==> src/rtl/loader_pkg.sv <==
// Shared types for the instruction-memory boot loader.
// State encoding and stream framing constants.
package loader_pkg;

  typedef enum logic [2:0] {
    HDR,
    DATA,
    WR,
    CHK,
    DONE,
    ERR
  } state_t;

  localparam int unsigned HDR_BYTES  = 4;
  localparam int unsigned WORD_BYTES = 4;

endpackage

==> src/rtl/imem_boot_loader_packer.sv <==
// Byte-to-word packer: collects 4 bytes LSB first.
// last flags that the next accepted byte completes the word.
module byte_word_packer
  import loader_pkg::*;
(
  input  logic        clk,
  input  logic        reset,
  input  logic        clear,
  input  logic        en,
  input  logic [7:0]  data,
  output logic [31:0] word,
  output logic        full,
  output logic        last
);

  logic [1:0] idx;

  assign last = (idx == 2'(WORD_BYTES - 1));

  // Place each byte at its lane; index wraps after the 4th byte.
  always_ff @(posedge clk) begin
    if (reset || clear) begin
      idx  <= '0;
      word <= '0;
      full <= 1'b0;
    end else if (en) begin
      word[{idx, 3'b000} +: 8] <= data;
      idx  <= idx + 2'd1;
      full <= last;
    end
  end

endmodule

==> src/rtl/imem_boot_loader.sv <==
// Boot loader: byte stream -> imem words, checksum gate.
// Holds the core in reset until a clean image is loaded.
module imem_boot_loader
  import loader_pkg::*;
#(
  parameter int unsigned MEM_WORDS = 256,
  parameter logic [31:0] BASE_ADDR = 32'h0000_0000
) (
  input  logic        clk,
  input  logic        reset,
  input  logic        in_valid,
  input  logic [7:0]  in_data,
  output logic        in_ready,
  output logic        imem_we,
  output logic [31:0] imem_addr,
  output logic [31:0] imem_wdata,
  output logic        cpu_reset,
  output logic        load_done,
  output logic        load_error,
  output logic [31:0] words_loaded
);

  state_t      state;
  state_t      state_nx;
  logic        accept;
  logic [31:0] n_words;
  logic [7:0]  csum;
  logic [31:0] hdr_word;
  logic [31:0] wl_next;
  logic [31:0] pk_word;
  logic        pk_full;
  logic        pk_last;
  logic        pk_en;
  logic        pk_clear;

  assign accept   = in_valid & in_ready;
  assign pk_en    = accept & ((state == HDR) | (state == DATA));
  assign pk_clear = (state == WR);
  assign hdr_word = {in_data, pk_word[23:0]};
  assign wl_next  = words_loaded + 32'd1;

  byte_word_packer u_packer (
    .clk   (clk),
    .reset (reset),
    .clear (pk_clear),
    .en    (pk_en),
    .data  (in_data),
    .word  (pk_word),
    .full  (pk_full),
    .last  (pk_last)
  );

  assign imem_we    = (state == WR) & pk_full;
  assign imem_addr  = imem_we
                    ? BASE_ADDR + {words_loaded[29:0], 2'b00}
                    : '0;
  assign imem_wdata = imem_we ? pk_word : '0;

  // Next-state decode for the load sequence.
  always_comb begin
    state_nx = state;
    unique case (state)
      HDR: begin
        if (accept && pk_last) begin
          if (hdr_word > 32'(MEM_WORDS))
            state_nx = ERR;
          else if (hdr_word == '0)
            state_nx = CHK;
          else
            state_nx = DATA;
        end
      end
      DATA: begin
        if (accept && pk_last)
          state_nx = WR;
      end
      WR: begin
        state_nx = (wl_next == n_words) ? CHK : DATA;
      end
      CHK: begin
        if (accept)
          state_nx = (in_data == csum) ? DONE : ERR;
      end
      DONE: state_nx = DONE;
      ERR:  state_nx = ERR;
      default: state_nx = HDR;
    endcase
  end

  // State, counters, checksum and registered status outputs.
  always_ff @(posedge clk) begin
    if (reset) begin
      state        <= HDR;
      n_words      <= '0;
      csum         <= '0;
      words_loaded <= '0;
      in_ready     <= 1'b1;
      cpu_reset    <= 1'b1;
      load_done    <= 1'b0;
      load_error   <= 1'b0;
    end else begin
      state <= state_nx;
      if (state == HDR && accept && pk_last)
        n_words <= hdr_word;
      if (state == DATA && accept)
        csum <= csum ^ in_data;
      if (state == WR)
        words_loaded <= wl_next;
      in_ready   <= (state_nx == HDR) | (state_nx == DATA)
                  | (state_nx == CHK);
      cpu_reset  <= (state_nx != DONE);
      load_done  <= (state_nx == DONE);
      load_error <= (state_nx == ERR);
    end
  end

endmodule

==> config.mk <==
export PLATFORM = sky130hd
export DESIGN_NAME = imem_boot_loader
export DESIGN_NICKNAME = d
export VERILOG_FILES = /design/src/rtl/loader_pkg.sv /design/src/rtl/imem_boot_loader_packer.sv /design/src/rtl/imem_boot_loader.sv
export SDC_FILE = /design/constraint.sdc
export NUM_CORES = 1
export LEC_CHECK = 0
export BUFFER_PORTS_ARGS = -buffer_cell sky130_fd_sc_hd__buf_2
export CAP_MARGIN = 20
export CORE_MARGIN = 10
export CORE_UTILIZATION = 51
export CTS_CLUSTER_SIZE = 14
export DETAILED_ROUTE_END_ITERATION = 7
export PLACE_DENSITY = 0.76
export SLEW_MARGIN = 40
export SYNTH_ARGS = -nofsm -noshare
export SYNTH_HDL_FRONTEND = slang
export SYNTH_SLANG_ARGS = --single-unit
export TNS_END_PERCENT = 5
==> constraint.sdc <==
create_clock -name clk -period 2.8 [get_ports clk]
set_clock_uncertainty 0.15 [all_clocks]
set_input_delay 0.56 -clock clk [delete_from_list [all_inputs] [get_ports clk]]
set_output_delay 0.56 -clock clk [all_outputs]
set_load 0.005 [all_outputs]
Word level (Yosys, flattened, before mapping)
Cells that the tools add are included.
{"block": "op_classes", "n_addsub": 3, "mul": 0, "div": 0, "order_cmp": 1, "eq_ne": 13, "n_shift": 2, "n_mux": 11, "bitwise": 7, "reduce_logical": 8}
{"cell": "$mux W32", "count": 2}
{"cell": "$add A32 B1 Y32 const B", "count": 1}
{"cell": "$bwmux W32", "count": 1}
{"cell": "$eq A32 B32 Y1", "count": 1}
{"cell": "$gt A32 B9 Y1 const B", "count": 1}
{"cell": "$logic_not A32 Y1", "count": 1}
{"cell": "$shift A8 B7 Y32 const A", "count": 1}
{"cell": "$shiftx A8 B7 Y32", "count": 1}
{"cell": "$pmux W3 S6", "count": 1}
{"cell": "$eq A3 B3 Y1 const B", "count": 4}
{"cell": "$mux W3", "count": 4}
{"cell": "$eq A3 B2 Y1 const B", "count": 3}
{"cell": "$eq A8 B8 Y1", "count": 1}
{"cell": "$xor A8 B8 Y8", "count": 1}
{"cell": "$neg A5 Y7", "count": 1}
{"cell": "$eq A3 B1 Y1 const B", "count": 2}
{"cell": "$logic_not A3 Y1", "count": 2}
{"cell": "$logic_and A1 B1 Y1", "count": 4}
{"cell": "$mux W2", "count": 2}
{"cell": "$and A1 B1 Y1", "count": 3}
{"cell": "$ne A3 B3 Y1 const B", "count": 1}
{"cell": "$or A1 B1 Y1", "count": 3}
{"cell": "$add A2 B1 Y2 const B", "count": 1}
{"cell": "$eq A2 B2 Y1 const B", "count": 1}
{"cell": "other kinds (2)", "count": 2}
{"block": "word_totals", "regBits": 114, "latch_bits": 0, "ramBits": 0, "romBits": 0, "in_bits": 11, "output_inout_bits": 101, "word_cells": 56, "memories": 0}

Logic depth before layout (Yosys ltp)
Gate-level depths: netlist (run 1).
{"block": "logic_depth", "depth_word": 8, "ltp_mapped": 9}

Cells and area by module
Synthesis (run 1) repeated with hierarchy kept, for this count alone.
{"block": "unflattened", "cells_unflattened": 780, "hier_area_um2": 6273.5}
{"mod": "imem_boot_loader", "instances": 1, "cells_each": 636, "area_each_um2": 4862.2}
{"mod": "byte_word_packer", "instances": 1, "cells_each": 144, "area_each_um2": 1411.4}

Worst setup path after synthesis (run 1)
OpenSTA, ideal clock, no wires.
{"block": "synth_timing", "kind": "reg2reg", "startpoint": "register words_loaded[0]", "endpoint": "register in_ready", "arrival_time_ns": 2.428, "required_ns": 2.525, "setup_slack_ns": 0.097, "path_stages_with_launch": 10, "n_path_buf": 1, "synth_period_minus_slack_ns": 2.703, "cell_sequence": "dfxtp_1 ha_1 nand3_4 nand2b_1 buf_6 or4_4 a221oi_2 o2111ai_1 nor4_2 o31ai_1"}
{"block": "synth_via", "elab_chain_len": 7, "elab_cells_between_ends": 9, "cone_classes": "add/sub (1); eq/ne (3); mux (2); bitwise (2); reduce/logical (1)"}
{"item": "start: declaration", "line_no": "imem_boot_loader.sv:20", "rtl": "output logic [31:0] words_loaded"}
{"item": "start signal: assignment", "line_no": "imem_boot_loader.sv:108", "rtl": "words_loaded <= wl_next;"}
{"item": "$add A32 B1 Y32 (*)", "line_no": "imem_boot_loader.sv:40", "rtl": "assign wl_next = words_loaded + 32'd1;"}
{"item": "$eq A32 B32 Y1 (*)", "line_no": "imem_boot_loader.sv:78", "rtl": "state_nx = (wl_next == n_words) ? CHK : DATA;"}
{"item": "$mux W2 (*)", "line_no": "imem_boot_loader.sv:78"}
{"item": "$pmux W3 S6 (*)", "line_no": "imem_boot_loader.sv:62", "rtl": "unique case (state)"}
{"item": "$eq A3 B1 Y1 or $logic_not A3 Y1 (tied branches)", "line_no": "imem_boot_loader.sv:109", "rtl": "in_ready <= (state_nx == HDR) | (state_nx == DATA)"}
{"item": "$or A1 B1 Y1", "line_no": "imem_boot_loader.sv:109"}
{"item": "$or A1 B1 Y1 (*)", "line_no": "imem_boot_loader.sv:110", "rtl": "| (state_nx == CHK);"}
{"item": "end signal: assignment", "line_no": "imem_boot_loader.sv:109"}
{"item": "end: declaration", "line_no": "imem_boot_loader.sv:13", "rtl": "output logic in_ready,"}
Every way passes the cells marked *; elsewhere a longest branch is shown, timed or not.
A chain may end at the register's enable or synchronous reset.

Worst setup path in the final report (run 1)
{"block": "layout_timing", "startpoint": "register words_loaded[11]", "endpoint": "register in_ready"}
Same word-level chain as after synthesis.

==> metrics.txt, run 1 <==
status completed; clk slew on worst S/H paths 0.06 ns; largest net degree at the start of global routing 65; Post-synth EDFFs 0; Avg Cell Area, Syn 7.83 um^2; met2 usage 0.324; reg-to-reg startpoint words_loaded[11]$_SDFFE_PP0N_; share of layout cells above drive strength 1 0.241; Most Used Layer, Global Route met2; Crit Path Class register to register; vias per cell 5.64; Slew Limit Fails 0; DR pass1 iterations 5; worst rel slew slack 0.602; initial antenna violation count 0; DPL Wire Length 13300 um; clock root buffer clkbuf_16; Initial Util 0.523; period utilisation layout 0.982; full die area 17200 um^2; Worst VDD drop 479 uV; Via Count 6201; WL final 18700 um; PortBufs 109; WP data arrival 2.90 ns; crit path max fanout 7; CP Launch Type register; WP data required 2.95 ns; total power divided by cell area 502 nW/um^2; # H-tree levels 4; Final Power 3870 uW; Congestion Overflow GR 0; fraction of registers with async set/reset 0; Chip Width 131 um; io pins 112; vias in the first global route 5873; Area growth syn-to-layout 22.0%; Starting DRT DRC Count 619; nets 936; post-synth cell types 63; Num CTS Buffers 17; final setup violation count 0; Total GRT Usage 0.208; Synth Flop Type dfxtp_1; Hold Crit Start u_packer.word[28]$_SDFFE_PP0P_; core area 12100 um^2; sequential area share after synthesis 0.361; Cell Rows 40; Ys Warns 0; Final Hold Vio Count 0; WL per Instance 17.0 um; cts hold-fix bufs 0; Sinks on Clock Net 114; worst skew pair latency 0.42 ns; maxcap violations 0; diodes inserted 0; post-route ant nets 0; Tmin final 2.75 ns; Worst Tran Pin Value 0.593 ns; CP Launch Point words_loaded[11]$_SDFFE_PP0N_; Residual DRC 0; Seq cells post-synth 114; Post-Syn Area 6310 um^2; Placer Congestion 0.986; r2r setup slk 0.05 ns; static leakage 0.00329 uW; setup_tns 0 ns; FMAX 0.364 GHz; critical path endpoint category register; Die Ht 131 um; met3 usage 0.0606; RSZ-0062 raised after global routing no; global-route wire length before repair 30100 um; Syn Inst Count 806; Worst Hold Class register to register; CTS Buffer Depth 2; met1 usage in global routing 0.268; CTS tree yes
-- placed cells by master, fill, tap and decap left out, types with 7 or more instances in the layout --
master      netlist  final
a21oi_1          77     77
and2_1            8      8
and3_1           64     64
buf_2             4    109
buf_4             6     53
clkbuf_16         0     17
clkinvlp_4        0      7
dfxtp_1         114    112
nand2_1         132    132
nand3_1          46     46
nand4_1          15     15
nor2_1           54     53
nor3_1           17     17
nor3b_1           8      7
nor4_1           13     13
o21ai_0          10     10
xnor2_1          44     44
xor2_1           39     39
-- synth_stat cells (10+ instances only) --
cell type / number / area (um^2)
nand4_1: 15 / 93.8
dfxtp_1: 114 / 2280
and3_1: 64 / 400
nor3_1: 17 / 85.1
nand3_1: 46 / 230
xor2_1: 39 / 342
xnor2_1: 44 / 385
o21ai_0: 10 / 50.1
a21oi_1: 77 / 385
nor4_1: 13 / 81.3
nand2_1: 132 / 495
nor2_1: 54 / 203
clkbuf_1: 52 / 195
-- flip-flops by register name (all words and copies together), names as in the netlist --
register       cells
cpu_reset          1
csum               8
in_ready           1
load_done          1
load_error         1
n_words           32
state              3
u_packer.full      1
u_packer.idx       2
u_packer.word     32
words_loaded      32
-- per-stage QoR --
stage / setup WS (ns) / instances / util / instance area [um^2] / hold slack (ns)
floorplan: 0.0969 / 807 / - / 6320 / 0.277
global placement: 0.148 / 1063 / 0.590 / 7110 / 0.290
global route: 0.00395 / 1099 / 0.639 / 7700 / 0.334
detailed placement: 0.0714 / 1063 / 0.590 / 7110 / 0.292
CTS: 0.0644 / 1095 / 0.635 / 7660 / 0.305
finish: 0.0505 / 1099 / 0.639 / 7700 / 0.305
-- layout make-up --
type                    instances  area, um^2
clock buffers                  17         425
clock inverters                15         125
fillers                      1093        4360
inverters                       6        22.5
multi-input cells             616        3670
flip-flops and latches        114        2280
well taps                     168         210
repair buffers                163         963
-- power by group --
part / internal, uW / leakage [uW] / total, uW / switching [uW]
combinational: 63.8 / 0.00212 / 203 / 139
clock: 1150 / 0.000248 / 2010 / 861
sequential: 1640 / 0.000920 / 1660 / 18.6
total: 2850 / 0.00329 / 3870 / 1020
-- worst paths after layout --
check,end,cells past startpoint
setup reg to reg,in_ready$_SDFF_PP1_,7
hold / removal,u_packer.word[28]$_SDFFE_PP0P_,2
hold reg to reg,u_packer.word[28]$_SDFFE_PP0P_,2
setup / recovery,in_ready$_SDFF_PP1_,7
-- repair_timing --
action / in CTS / in global routing
setup endpoints to repair: 0 / 2
setup buffers: 0 / 4
resized for setup: 0 / 5
-- worst max-delay path: stages, from the launching register on --
cell	delay (ns)
dfxtp_1	0.32
and4_1	0.41
nand4_1	0.33
o21a_2	0.31
or4_4	0.54
nor4_2	0.33
buf_4	0.18
o31ai_1	0.06
-- layer usage --
layer	vias up	part of all wire	wire [um]
met2	259	0.45	8520
met4	0	0.018	342
met1	2889	0.45	8450
met3	32	0.076	1420
met5	-	0	0
li1	3021	-	-
-- cell families after synthesis --
kind of cell	synth area share
compound gates	0.111
buf+inv	0.0597
other cells	0.000594
flops	0.361
fa+ha+maj	0.0139
mux	0.00634
simple gates	0.332
xor+xnor	0.115
Note: power is estimated with default switching activity, not from simulation.
==> run 2, diff against run 1 <==
--- a/config.mk
+++ b/config.mk
@@ -5,13 +5,13 @@
 export SDC_FILE = /design/constraint.sdc
 export NUM_CORES = 1
 export LEC_CHECK = 0
-export BUFFER_PORTS_ARGS = -buffer_cell sky130_fd_sc_hd__buf_2
 export CAP_MARGIN = 20
 export CORE_MARGIN = 10
-export CORE_UTILIZATION = 51
+export CORE_UTILIZATION = 56
 export CTS_CLUSTER_SIZE = 14
 export DETAILED_ROUTE_END_ITERATION = 7
-export PLACE_DENSITY = 0.76
+export DONT_BUFFER_PORTS = 1
+export PLACE_DENSITY = 0.73
 export SLEW_MARGIN = 40
 export SYNTH_ARGS = -nofsm -noshare
 export SYNTH_HDL_FRONTEND = slang
==> metrics.txt, run 2 (synthesized netlist as in run 1, its figures left out) <==
status completed (unchanged); Worst Hold Class input pin to register (was register to register); clock root buffer clkbuf_16 (unchanged); Via Count 5758 (was 6201); Hold WS 0.0679 ns (was 0.305 ns); Congestion Overflow GR 0 (unchanged); DPL Wire Length 13500 um (was 13300 um); FMAX 0.374 GHz (was 0.364 GHz); Crit path largest cell delay 0.50 ns (was 0.54 ns); io pins 112 (unchanged); Hold Crit Endpoint csum[6]$_SDFFE_PP0P_ (was u_packer.word[28]$_SDFFE_PP0P_); CTS Buffer Depth 2 (unchanged); clk slew on worst S/H paths 0.06 ns (about the same); Starting DRT DRC Count 641 (was 619); WP data required 2.95 ns (about the same); global-route wire length before repair 30100 um (about the same); maxcap violations 0 (unchanged); critical path endpoint category register (unchanged); WP data arrival 2.82 ns (was 2.90 ns); setup_tns 0 ns (unchanged); vias per cell 6.00 (was 5.64); largest net degree at the start of global routing 75 (was 65); Tmin final 2.67 ns (was 2.75 ns); core area 10900 um^2 (was 12100 um^2); Multi-input gate area 3690 um^2 (was 3670 um^2); RSZ-0062 raised after global routing no (unchanged); Residual DRC 0 (unchanged); Worst VDD drop 525 uV (was 479 uV); worst r2r dst in_ready$_SDFF_PP1_ (unchanged); CP Launch Type register (unchanged); CP cell instances ha_1 > nand3_4 > buf_4 > or4_1 > o21a_1 > nor4_1 > o22ai_1 > nor4_4 > o31ai_1 (was and4_1 > nand4_1 > o21a_2 > or4_4 > nor4_2 > buf_4 > o31ai_1); Final Hold Vio Count 0 (unchanged); design area 7160 um^2 (was 7700 um^2); hold depth 1 (was 2); FF-to-FF path depth 9 (was 7); DR pass1 iterations 6 (was 5); final setup violation count 0 (unchanged); full die area 15900 um^2 (was 17200 um^2); FILL cells 958 (was 1093); diodes inserted 0 (unchanged); CP delay by family, top simple AND/OR/NAND/NOR gates (unchanged); post-route ant nets 0 (unchanged); Chip Width 126 um (was 131 um); Area growth syn-to-layout 13.5% (was 22.0%); Num CTS Buffers 17 (unchanged); Die Ht 126 um (was 131 um); WL per Instance 19.4 um (was 17.0 um); total power divided by cell area 554 nW/um^2 (was 502 nW/um^2); Placer Congestion 0.934 (was 0.986); commonest non-fill, non-tap cells in the layout nand2_1 (132), dfxtp_1 (113), a21oi_1 (77), and3_1 (64), nor2_1 (53) (was nand2_1 (132), dfxtp_1 (112), buf_2 (109), a21oi_1 (77), and3_1 (64)); crit path max fanout 9 (was 7); Sinks on Clock Net 114 (unchanged); vias in the first global route 5545 (was 5873); initial antenna violation count 0 (unchanged); # H-tree levels 4 (unchanged); Sequential cell area 2290 um^2 (was 2280 um^2); Slew Limit Fails 0 (unchanged); Crit Path Class register to register (unchanged); static leakage 0.00275 uW (was 0.00329 uW); Initial Util 0.577 (was 0.523); reg-to-reg startpoint words_loaded[0]$_SDFFE_PP0N_ (was words_loaded[11]$_SDFFE_PP0N_); Largest regs n_words x32, u_packer.word x32, words_loaded x32 (unchanged); CP max-delay cell or4_1 (was or4_4); nets 825 (was 936); worst skew pair latency 0.42 ns (about the same); CTS tree yes (unchanged); share of layout cells above drive strength 1 0.134 (was 0.241); Buf+Inv Stages, Crit Path 1 (unchanged); PortBufs 0 (was 109); Cell Rows 38 (was 40); DP Area 6530 um^2 (was 7110 um^2); most common cell after layout, fill and taps aside nand2_1 (unchanged); r2r setup slk 0.13 ns (was 0.05 ns); Total GRT Usage 0.231 (was 0.208); Hold Crit Start reset (was u_packer.word[28]$_SDFFE_PP0P_); WL final 18700 um (about the same); period utilisation layout 0.954 (was 0.982)
run 2: repair_timing:
item | CTS | global route
buffers inserted | 0 | 2
setup endpoints to repair | 0 | 2
resized for setup | 0 | 5
endpoints found under the hold margin | 0 | 0
hold buffers | 0 | 0
run 2: metal layers:
metal | GRT usage | share of wire | wire (um)
met4 | 0.0703 | 0.011 | 199
met3 | 0.0747 | 0.071 | 1320
met1 | 0.280 | 0.43 | 8000
met5 | 0 | 0 | 0
met2 | 0.380 | 0.49 | 9130
run 2: through the flow:
step | util | total power (uW) | setup WS (ns) | instances
after floorplan | - | 1830 | 0.0969 | 807
after global placement | 0.597 | 1840 | 0.149 | 926
after detailed placement | 0.597 | 1840 | 0.0440 | 926
after CTS | 0.651 | 3980 | 0.0636 | 958
after global routing | 0.655 | 4070 | 0.00517 | 960
final | 0.655 | 3970 | 0.128 | 960
run 2: how the worst max path moves through the flow:
stage,from,endpoint,slack (ns),depth (start not counted)
global placement,words_loaded[3]$_SDFFE_PP0N_,in_ready$_SDFF_PP1_,0.15,8
finish,words_loaded[0]$_SDFFE_PP0N_,in_ready$_SDFF_PP1_,0.13,9
CTS,words_loaded[10]$_SDFFE_PP0N_,in_ready$_SDFF_PP1_,0.06,6
detailed placement,words_loaded[11]$_SDFFE_PP0N_,in_ready$_SDFF_PP1_,0.04,6
global route,words_loaded[0]$_SDFFE_PP0N_,in_ready$_SDFF_PP1_,0.005,9
floorplan,words_loaded[0]$_SDFFE_PP0N_,in_ready$_SDFF_PP1_,0.1,9
run 2: cell type report:
class                   instances  share of cell area
well taps                     140              0.0245
inverters                       6             0.00314
clock buffers                  21              0.0643
repair buffers                 52              0.0562
multi-input cells             616               0.515
clock inverters                11              0.0180
flip-flops and latches        114               0.319
run 2: worst register-to-register path, stage by stage, from the launching register on:
cell and delay (ns):
dfxtp_1 0.37, ha_1 0.24, nand3_4 0.09, buf_4 0.18, or4_1 0.50, o21a_1 0.21
nor4_1 0.28, o22ai_1 0.19, nor4_4 0.23, o31ai_1 0.11
run 2: power by group:
group | switching (uW) | internal (uW)
sequential | 22.7 | 1640
clock | 793 | 1360
combinational | 95.3 | 55.4
total | 911 | 3050
